File: config.mk
export PLATFORM = sky130hd
export DESIGN_NAME = boot_loader
export DESIGN_NICKNAME = d
export VERILOG_FILES = /design/src/rtl/boot_loader_pkg.sv /design/src/rtl/boot_loader_fifo2.sv /design/src/rtl/boot_loader.sv
export SDC_FILE = /design/constraint.sdc
export NUM_CORES = 1
export LEC_CHECK = 0
export ABC_AREA = 1
export CORE_MARGIN = 1.5
export CORE_UTILIZATION = 55
export CTS_BUF_LIST = sky130_fd_sc_hd__clkbuf_4
export CTS_CLUSTER_SIZE = 8
export DETAILED_ROUTE_END_ITERATION = 6
export PLACE_DENSITY = 0.84
export SLEW_MARGIN = 5
export SYNTH_ARGS = -nofsm -noshare
export SYNTH_HDL_FRONTEND = slang
export SYNTH_SLANG_ARGS = --single-unit
File: constraint.sdc
create_clock -name clk_i -period 5.4 [get_ports clk_i]
set_clock_uncertainty 0.2 [all_clocks]
set_input_delay 0.81 -clock clk_i [delete_from_list [all_inputs] [get_ports clk_i]]
set_output_delay 0.81 -clock clk_i [all_outputs]
set_load 0.02 [all_outputs]
File: src/rtl/boot_loader_pkg.sv
// Shared types and constants for the boot-time ROM-to-SRAM copy engine.
package boot_loader_pkg;
  typedef enum logic [1:0] {IDLE, RUN, DONE} state_e;
  localparam int FIFO_DEPTH = 2;
endpackage

File: src/rtl/boot_loader_fifo2.sv
// Two-entry synchronous FIFO; simultaneous push and pop are allowed when full.
module boot_loader_fifo2
  import boot_loader_pkg::*;
#(
  parameter int W = 32
) (
  input  logic         clk_i,
  input  logic         rst_i,
  input  logic         flush_i,
  input  logic         push_i,
  input  logic [W-1:0] din_i,
  input  logic         pop_i,
  output logic [1:0]   count_o,
  output logic [W-1:0] head_o
);

  logic [W-1:0] mem0_q, mem0_d, mem1_q, mem1_d;
  logic [1:0]   cnt_q, cnt_d;

  always_comb begin
    mem0_d = mem0_q;
    mem1_d = mem1_q;
    cnt_d  = cnt_q;
    if (pop_i && cnt_q != 2'd0) begin
      mem0_d = mem1_q;
      cnt_d  = cnt_q - 2'd1;
    end
    // push lands behind whatever survives this cycle's pop
    if (push_i && cnt_d < 2'(FIFO_DEPTH)) begin
      if (cnt_d == 2'd0) mem0_d = din_i;
      else               mem1_d = din_i;
      cnt_d = cnt_d + 2'd1;
    end
    if (flush_i) cnt_d = 2'd0;
  end

  always_ff @(posedge clk_i) begin
    if (rst_i) begin
      mem0_q <= '0;
      mem1_q <= '0;
      cnt_q  <= 2'd0;
    end else begin
      mem0_q <= mem0_d;
      mem1_q <= mem1_d;
      cnt_q  <= cnt_d;
    end
  end

  assign count_o = cnt_q;
  assign head_o  = mem0_q;

endmodule

File: src/rtl/boot_loader.sv
// Boot copy engine: streams a word range from the boot ROM to a destination
// SRAM port with a running checksum and a done pulse.
module boot_loader
  import boot_loader_pkg::*;
#(
  parameter int DATA_WIDTH = 32,
  parameter int SRC_WORDS  = 1024,
  parameter int DST_WORDS  = 4096,
  localparam int SRC_AW = $clog2(SRC_WORDS),
  localparam int DST_AW = $clog2(DST_WORDS),
  localparam int BE_W   = (DATA_WIDTH + 7) / 8
) (
  input  logic                  clk_i,
  input  logic                  rst_i,
  input  logic                  start_i,
  input  logic                  abort_i,
  input  logic [SRC_AW-1:0]     src_base_i,
  input  logic [DST_AW-1:0]     dst_base_i,
  input  logic [SRC_AW:0]       len_i,
  output logic                  busy_o,
  output logic                  done_o,
  output logic [DATA_WIDTH-1:0] checksum_o,
  output logic                  src_req_o,
  output logic                  src_we_o,
  output logic [SRC_AW-1:0]     src_addr_o,
  output logic [DATA_WIDTH-1:0] src_wdata_o,
  output logic [BE_W-1:0]       src_be_o,
  input  logic [DATA_WIDTH-1:0] src_rdata_i,
  output logic                  dst_req_o,
  output logic                  dst_we_o,
  output logic [DST_AW-1:0]     dst_addr_o,
  output logic [DATA_WIDTH-1:0] dst_wdata_o,
  output logic [BE_W-1:0]       dst_be_o,
  input  logic                  dst_gnt_i
);

  localparam int LW = SRC_AW + 1;

  state_e                state_q, state_d;
  logic [LW-1:0]         len_q, len_d, rd_cnt_q, rd_cnt_d, wr_cnt_q, wr_cnt_d;
  logic [SRC_AW-1:0]     src_addr_q, src_addr_d;
  logic [DST_AW-1:0]     dst_addr_q, dst_addr_d;
  logic [DATA_WIDTH-1:0] cks_q, cks_d;
  logic                  inflight_q, inflight_d;

  logic                  run, pop, rd_issue, fifo_push, fifo_pop, fifo_flush;
  logic [1:0]            fifo_count;
  logic [DATA_WIDTH-1:0] fifo_head, wr_word;
  logic [2:0]            occ;

  boot_loader_fifo2 #(.W(DATA_WIDTH)) u_fifo (
    .clk_i   (clk_i),
    .rst_i   (rst_i),
    .flush_i (fifo_flush),
    .push_i  (fifo_push),
    .din_i   (src_rdata_i),
    .pop_i   (fifo_pop),
    .count_o (fifo_count),
    .head_o  (fifo_head)
  );

  // Returning read data bypasses the empty FIFO so the first write
  // goes out in the same cycle the ROM data arrives.
  assign run        = (state_q == RUN);
  assign wr_word    = (fifo_count != 2'd0) ? fifo_head : src_rdata_i;
  assign dst_req_o  = run && !abort_i && (fifo_count != 2'd0 || inflight_q);
  assign pop        = dst_req_o && dst_gnt_i;
  assign occ        = 3'(fifo_count) + 3'(inflight_q) - 3'(pop);
  assign rd_issue   = run && !abort_i && (rd_cnt_q < len_q) && (occ < 3'(FIFO_DEPTH));
  assign fifo_pop   = pop && (fifo_count != 2'd0);
  assign fifo_push  = inflight_q && !(pop && fifo_count == 2'd0);
  assign fifo_flush = !run || abort_i;
  assign inflight_d = rd_issue;

  always_comb begin
    state_d    = state_q;
    len_d      = len_q;
    rd_cnt_d   = rd_cnt_q;
    wr_cnt_d   = wr_cnt_q;
    src_addr_d = src_addr_q;
    dst_addr_d = dst_addr_q;
    cks_d      = cks_q;
    unique case (state_q)
      IDLE: begin
        if (start_i) begin
          len_d      = len_i;
          src_addr_d = src_base_i;
          dst_addr_d = dst_base_i;
          rd_cnt_d   = '0;
          wr_cnt_d   = '0;
          cks_d      = '0;
          state_d    = (len_i == '0) ? DONE : RUN;
        end
      end
      RUN: begin
        if (abort_i) begin
          state_d = IDLE;
        end else begin
          if (rd_issue) begin
            rd_cnt_d   = rd_cnt_q + LW'(1);
            src_addr_d = (src_addr_q == SRC_AW'(SRC_WORDS - 1)) ? '0 : src_addr_q + SRC_AW'(1);
          end
          if (pop) begin
            wr_cnt_d   = wr_cnt_q + LW'(1);
            dst_addr_d = (dst_addr_q == DST_AW'(DST_WORDS - 1)) ? '0 : dst_addr_q + DST_AW'(1);
            cks_d      = cks_q + wr_word;
            if (wr_cnt_q == len_q - LW'(1)) state_d = DONE;
          end
        end
      end
      DONE:    state_d = IDLE;
      default: state_d = IDLE;
    endcase
  end

  always_ff @(posedge clk_i) begin
    if (rst_i) begin
      state_q    <= IDLE;
      len_q      <= '0;
      rd_cnt_q   <= '0;
      wr_cnt_q   <= '0;
      src_addr_q <= '0;
      dst_addr_q <= '0;
      cks_q      <= '0;
      inflight_q <= 1'b0;
    end else begin
      state_q    <= state_d;
      len_q      <= len_d;
      rd_cnt_q   <= rd_cnt_d;
      wr_cnt_q   <= wr_cnt_d;
      src_addr_q <= src_addr_d;
      dst_addr_q <= dst_addr_d;
      cks_q      <= cks_d;
      inflight_q <= inflight_d;
    end
  end

  assign busy_o      = run;
  assign done_o      = (state_q == DONE);
  assign checksum_o  = cks_q;
  assign src_req_o   = rd_issue;
  assign src_we_o    = 1'b0;
  assign src_addr_o  = src_addr_q;
  assign src_wdata_o = '0;
  assign src_be_o    = '1;
  assign dst_we_o    = dst_req_o;
  assign dst_addr_o  = dst_addr_q;
  assign dst_wdata_o = wr_word;
  assign dst_be_o    = '1;

endmodule

==> reports/summary.md <==
The worst hold path begins at checksum_o[0]$_SDFFE_PP0P_. Counting buffers and inverters, the worst setup path is 13 cells deep. Dividing total power by cell area gives a power density of 196 mW/mm^2. The congestion estimate from routability-driven global placement came to 0.933.

Maximum clock insertion buffer count: 2. The effective utilization at floorplan is 55.8%, and the switching part of the total is 35.5%. The layout cell share with drive strength beyond 1 is 4.13%, and the wire length of the first global-routing pass is 49800 um. The static leakage came out at 5.85 nW. The area enclosed by the die boundary is 0.0205 sq mm.

Setup repair after global routing left no endpoint under its margin. The max-capacitance violation count was 0; the H-tree level count was 4. The most used flip-flop cell after synthesis is sky130_fd_sc_hd__dfxtp_1.

The routed via count divided by cell count works out to 5.36. The critical path's largest stage delay is 0.59 ns, and the proportion of power drawn by the clock network is 29.0%. The setup slack of the most critical reg-to-reg path came out at 1.12 ns. After detailed routing, the number of remaining DRC violations is 0. The largest individual stage delay along the critical path comes from the cell sky130_fd_sc_hd__clkdlybuf4s50_1. The number of core rows was 51; the number of synthesized register bits was 156.

For the worst setup path, the data required time is 4.39 ns. STA classifies the critical path startpoint as a flip-flop. Grouping stages by cell kind, the critical path spends the most delay in simple AND/OR/NAND/NOR gates. Number of CTS-inserted buffers: 17. After clock tree synthesis, the clock-pin slew on the worst setup and hold paths is 0.16 ns. Pin placement for this block handled 202 I/O pins. Port buffering added 160 buffers. The worst setup path endpoint is src_req_o. The floorplan step defined a core boundary enclosing 0.0193 sq mm. For this run the aggregate overflow at the end of global routing stands at 0. The worst path uses 94.2% of the clock period.

By startpoint and endpoint, the worst setup path is classified as flip-flop to output port. In the global route stage, overall resource usage came out at 30.7%. The mean cell area of the mapped netlist is 6.15 sq um. For the worst setup path, the data arrival time is 4.08 ns.

For the max-slew violation count, the log shows 0. The number of detailed-routing iterations run before antenna repair is 5. The share of synthesized area occupied by flip-flops and latches was 28.9%.

The top cell types in the final layout, fill and taps aside, are sky130_fd_sc_hd__nand2_1 (537), sky130_fd_sc_hd__inv_1 (199), sky130_fd_sc_hd__nor2_1 (170). The wire-length estimate of the detail-placed layout is 23000 um. After technology mapping, the gate count stands at 1755. Combinational logic burns 21.5% of the power. The number of enable flip-flop cells after synthesis was 0; the pin count of the biggest net entering global routing was 83.

The worst register-to-register path ends at src_addr_o[3]$_SDFFE_PP0P_. The post-synthesis instance area is 0.0108 sq mm, and the final period demand of the worst path is 5.09 ns. Compared with the post-synthesis result, the final layout area differs by 16.9%. The final hold violation count is 0.

At the later pin of the worst-skew pair, clock insertion delay measures 0.59 ns. The signal on the critical path passes through inv_1, ha_2, nand2_1, nand3_4, inv_2, ha_1, or2_2, fa_1, nand3b_1, nor4_1, nand2_1, inv_1, clkdlybuf4s50_1. After detailed placement, the total cell area comes to 0.0123 sq mm. The path category of the worst min-delay check is flip-flop to flip-flop.

Sequential cells account for 49.5% of the total power. The vertical extent of the die is 143 um, and the number of buffers and inverters on the critical path is 4. In this run the tightest slew margin relative to its limit is 30.2%. Leaving out fill and tap cells, the most frequent cell in the layout is sky130_fd_sc_hd__nand2_1. The count of nets left with antenna violations once routing finished came out at 0.

In the final design database the tool counted 2004 nets. Tracing the worst setup path back leads to its startpoint at u_fifo.count_o[1]$_SDFF_PP0_. The tree is rooted in a sky130_fd_sc_hd__clkbuf_4. Summing over every cut layer, the via total after detailed routing is 11542. For the number of global-route vias before repair, the log shows 10351.

Timing would allow up to 197 MHz. At the pin with the least slew margin, the transition time is 1.05 ns. The tools report the count of different cell masters after synthesis as 43.

The routed length per instance came out at 14.6 um. The first routing iteration left 889 violations. The storage element area came out at 0.00312 sq mm. The cell area after layout was 0.0126 sq mm. Setup violations remaining at the end of the flow were counted as 0.

The tools report the initial antenna violation count as 0. Net switching component of the power: 0.879 mW. Counting flops with an async set or reset pin after synthesis yields a share of 0%. The run gives 1.60 mW as the internal power contribution. The run finished with clean final reports. Wires add up to 31400 um. After filler insertion, the fill cell instance count of the layout stands at 1822. The startpoint identified for the worst register-to-register timing path is u_fifo.count_o[1]$_SDFF_PP0_. Horizontal extent of the die: 143 um.

Summing all multi-input logic gate instances after layout gives 0.00645 sq mm. The worst reg-to-reg path cell count works out to 16. Capturing element type of the critical path: an output port.

The run gives 0.000133 V as the largest vdd supply drop. TritonCTS built the clock tree. The total of warnings raised by yosys is 0. The sink count of the clock tree is 156. For this design, the CTS-stage hold fixing added 0 buffers. Along the worst path, the maximum fanout reaches 10.

For the final routed database, the setup TNS stands at 0 ns.
==> state kept, by name, indices dropped and copies added (netlist names) <==
| signal | count |
|---|---|
| state_q | 2 |
| checksum_o | 32 |
| src_addr_o | 10 |
| wr_cnt_q | 11 |
| inflight_q | 1 |
| u_fifo.mem1_q | 32 |
| rd_cnt_q | 11 |
| len_q | 11 |
| u_fifo.count_o | 2 |
| u_fifo.head_o | 32 |
| dst_addr_o | 12 |
==> per-stage QoR <==
step	hold slack [ns]	std cells	total power, mW	setup slack [ns]	utilization (%)
floorplan	0.263	1794	1.60	1.31	-
global placement	0.271	2122	1.77	0.549	63.8
detailed placement	0.274	2122	1.77	0.521	63.8
CTS	0.295	2154	2.49	0.132	65.2
global route	0.314	2154	2.59	0.102	65.2
finish	0.295	2155	2.47	0.313	65.3
==> layout make-up <==
cell class / instances / share of cell area, %
multi-input combinational: 1326 / 51.1
clock buffer: 17 / 1.01
clock inverter: 15 / 1.15
sequential: 156 / 24.7
antenna: 1 / 0.0198
tap: 265 / 2.63
inverter: 206 / 6.13
timing repair buffer: 169 / 13.2
==> worst register-to-register path, cell delays in order (launching register included) <==
cell and delay (ns):
sky130_fd_sc_hd__dfxtp_1 0.40, sky130_fd_sc_hd__inv_1 0.10, sky130_fd_sc_hd__ha_2 0.34, sky130_fd_sc_hd__nand2_1 0.16, sky130_fd_sc_hd__nand3_4 0.19, sky130_fd_sc_hd__inv_2 0.06
sky130_fd_sc_hd__ha_1 0.27, sky130_fd_sc_hd__or2_2 0.31, sky130_fd_sc_hd__fa_1 0.49, sky130_fd_sc_hd__nand3b_1 0.07, sky130_fd_sc_hd__nor4_1 0.27, sky130_fd_sc_hd__nand2_1 0.17
sky130_fd_sc_hd__nand2_1 0.10, sky130_fd_sc_hd__buf_4 0.25, sky130_fd_sc_hd__nand2_1 0.48, sky130_fd_sc_hd__nand2_1 0.20, sky130_fd_sc_hd__a21oi_1 0.09
==> routing by layer <==
layer  global-route usage [%]  part of all wire (%)  routed length [um]  vias up
met5                        0                     0                   0        -
li1                         -                     -                   -     5777
met4                     13.0                   4.1                1290        0
met1                     37.5                    41               13000     5180
met3                     5.73                   8.4                2660       84
met2                     52.6                    46               14500      501
==> logic make-up after synthesis <==
family                   share of synthesized area, %
adder cells (fa/ha/maj)                          6.86
AND/OR/NAND/NOR                                  36.1
AO/OA/AOI/OAI                                    13.2
flip-flops                                       28.9
buffers and inverters                            12.7
other                                          0.0696
XOR/XNOR                                         2.11
==> repair_timing <==
| item | CTS | global route |
|---|---|---|
| gates resized for setup | 0 | 1 |
| buffers inserted | 0 | 0 |
| setup endpoints to repair | 0 | 1 |
| hold endpoints to repair | 0 | 0 |
==> power by group through the flow <==
stage,sequential [mW],clock (mW),combinational (mW)
2_1_floorplan,1.26,0,0.334
3_3_place_gp,1.25,0,0.518
3_5_place_dp,1.25,0,0.524
4_1_cts,1.23,0.733,0.528
5_1_grt,1.23,0.777,0.586
6_report,1.23,0.717,0.533
==> synthesized netlist by cell type, drive strengths merged, types with 9 or more instances <==
cell    count  area share [%]
a21oi     146             7.0
buf        61             3.9
clkbuf     45             1.6
dfxtp     156              29
ha         56             6.5
inv       205             7.1
nand2     541              19
nand3     145             6.9
nand3b     10            0.70
nand4      17            0.99
nor2      173             6.3
nor3       25             1.2
o21ai     110             5.1
or2        10            0.58
xnor2       9            0.73
xor2       17             1.4
==> worst min path at each step <==
stage | depth (start not counted) | slack (ns) | end
after global routing | 2 | 0.31 | checksum_o[30]$_SDFFE_PP0P_
after detailed placement | 2 | 0.27 | checksum_o[0]$_SDFFE_PP0P_
after floorplan | 2 | 0.26 | u_fifo.mem1_q[11]$_SDFFE_PP0P_
after global placement | 2 | 0.27 | checksum_o[2]$_SDFFE_PP0P_
final | 2 | 0.29 | checksum_o[0]$_SDFFE_PP0P_
after CTS | 2 | 0.30 | checksum_o[0]$_SDFFE_PP0P_
Note: power is estimated with default switching activity, not from simulation.
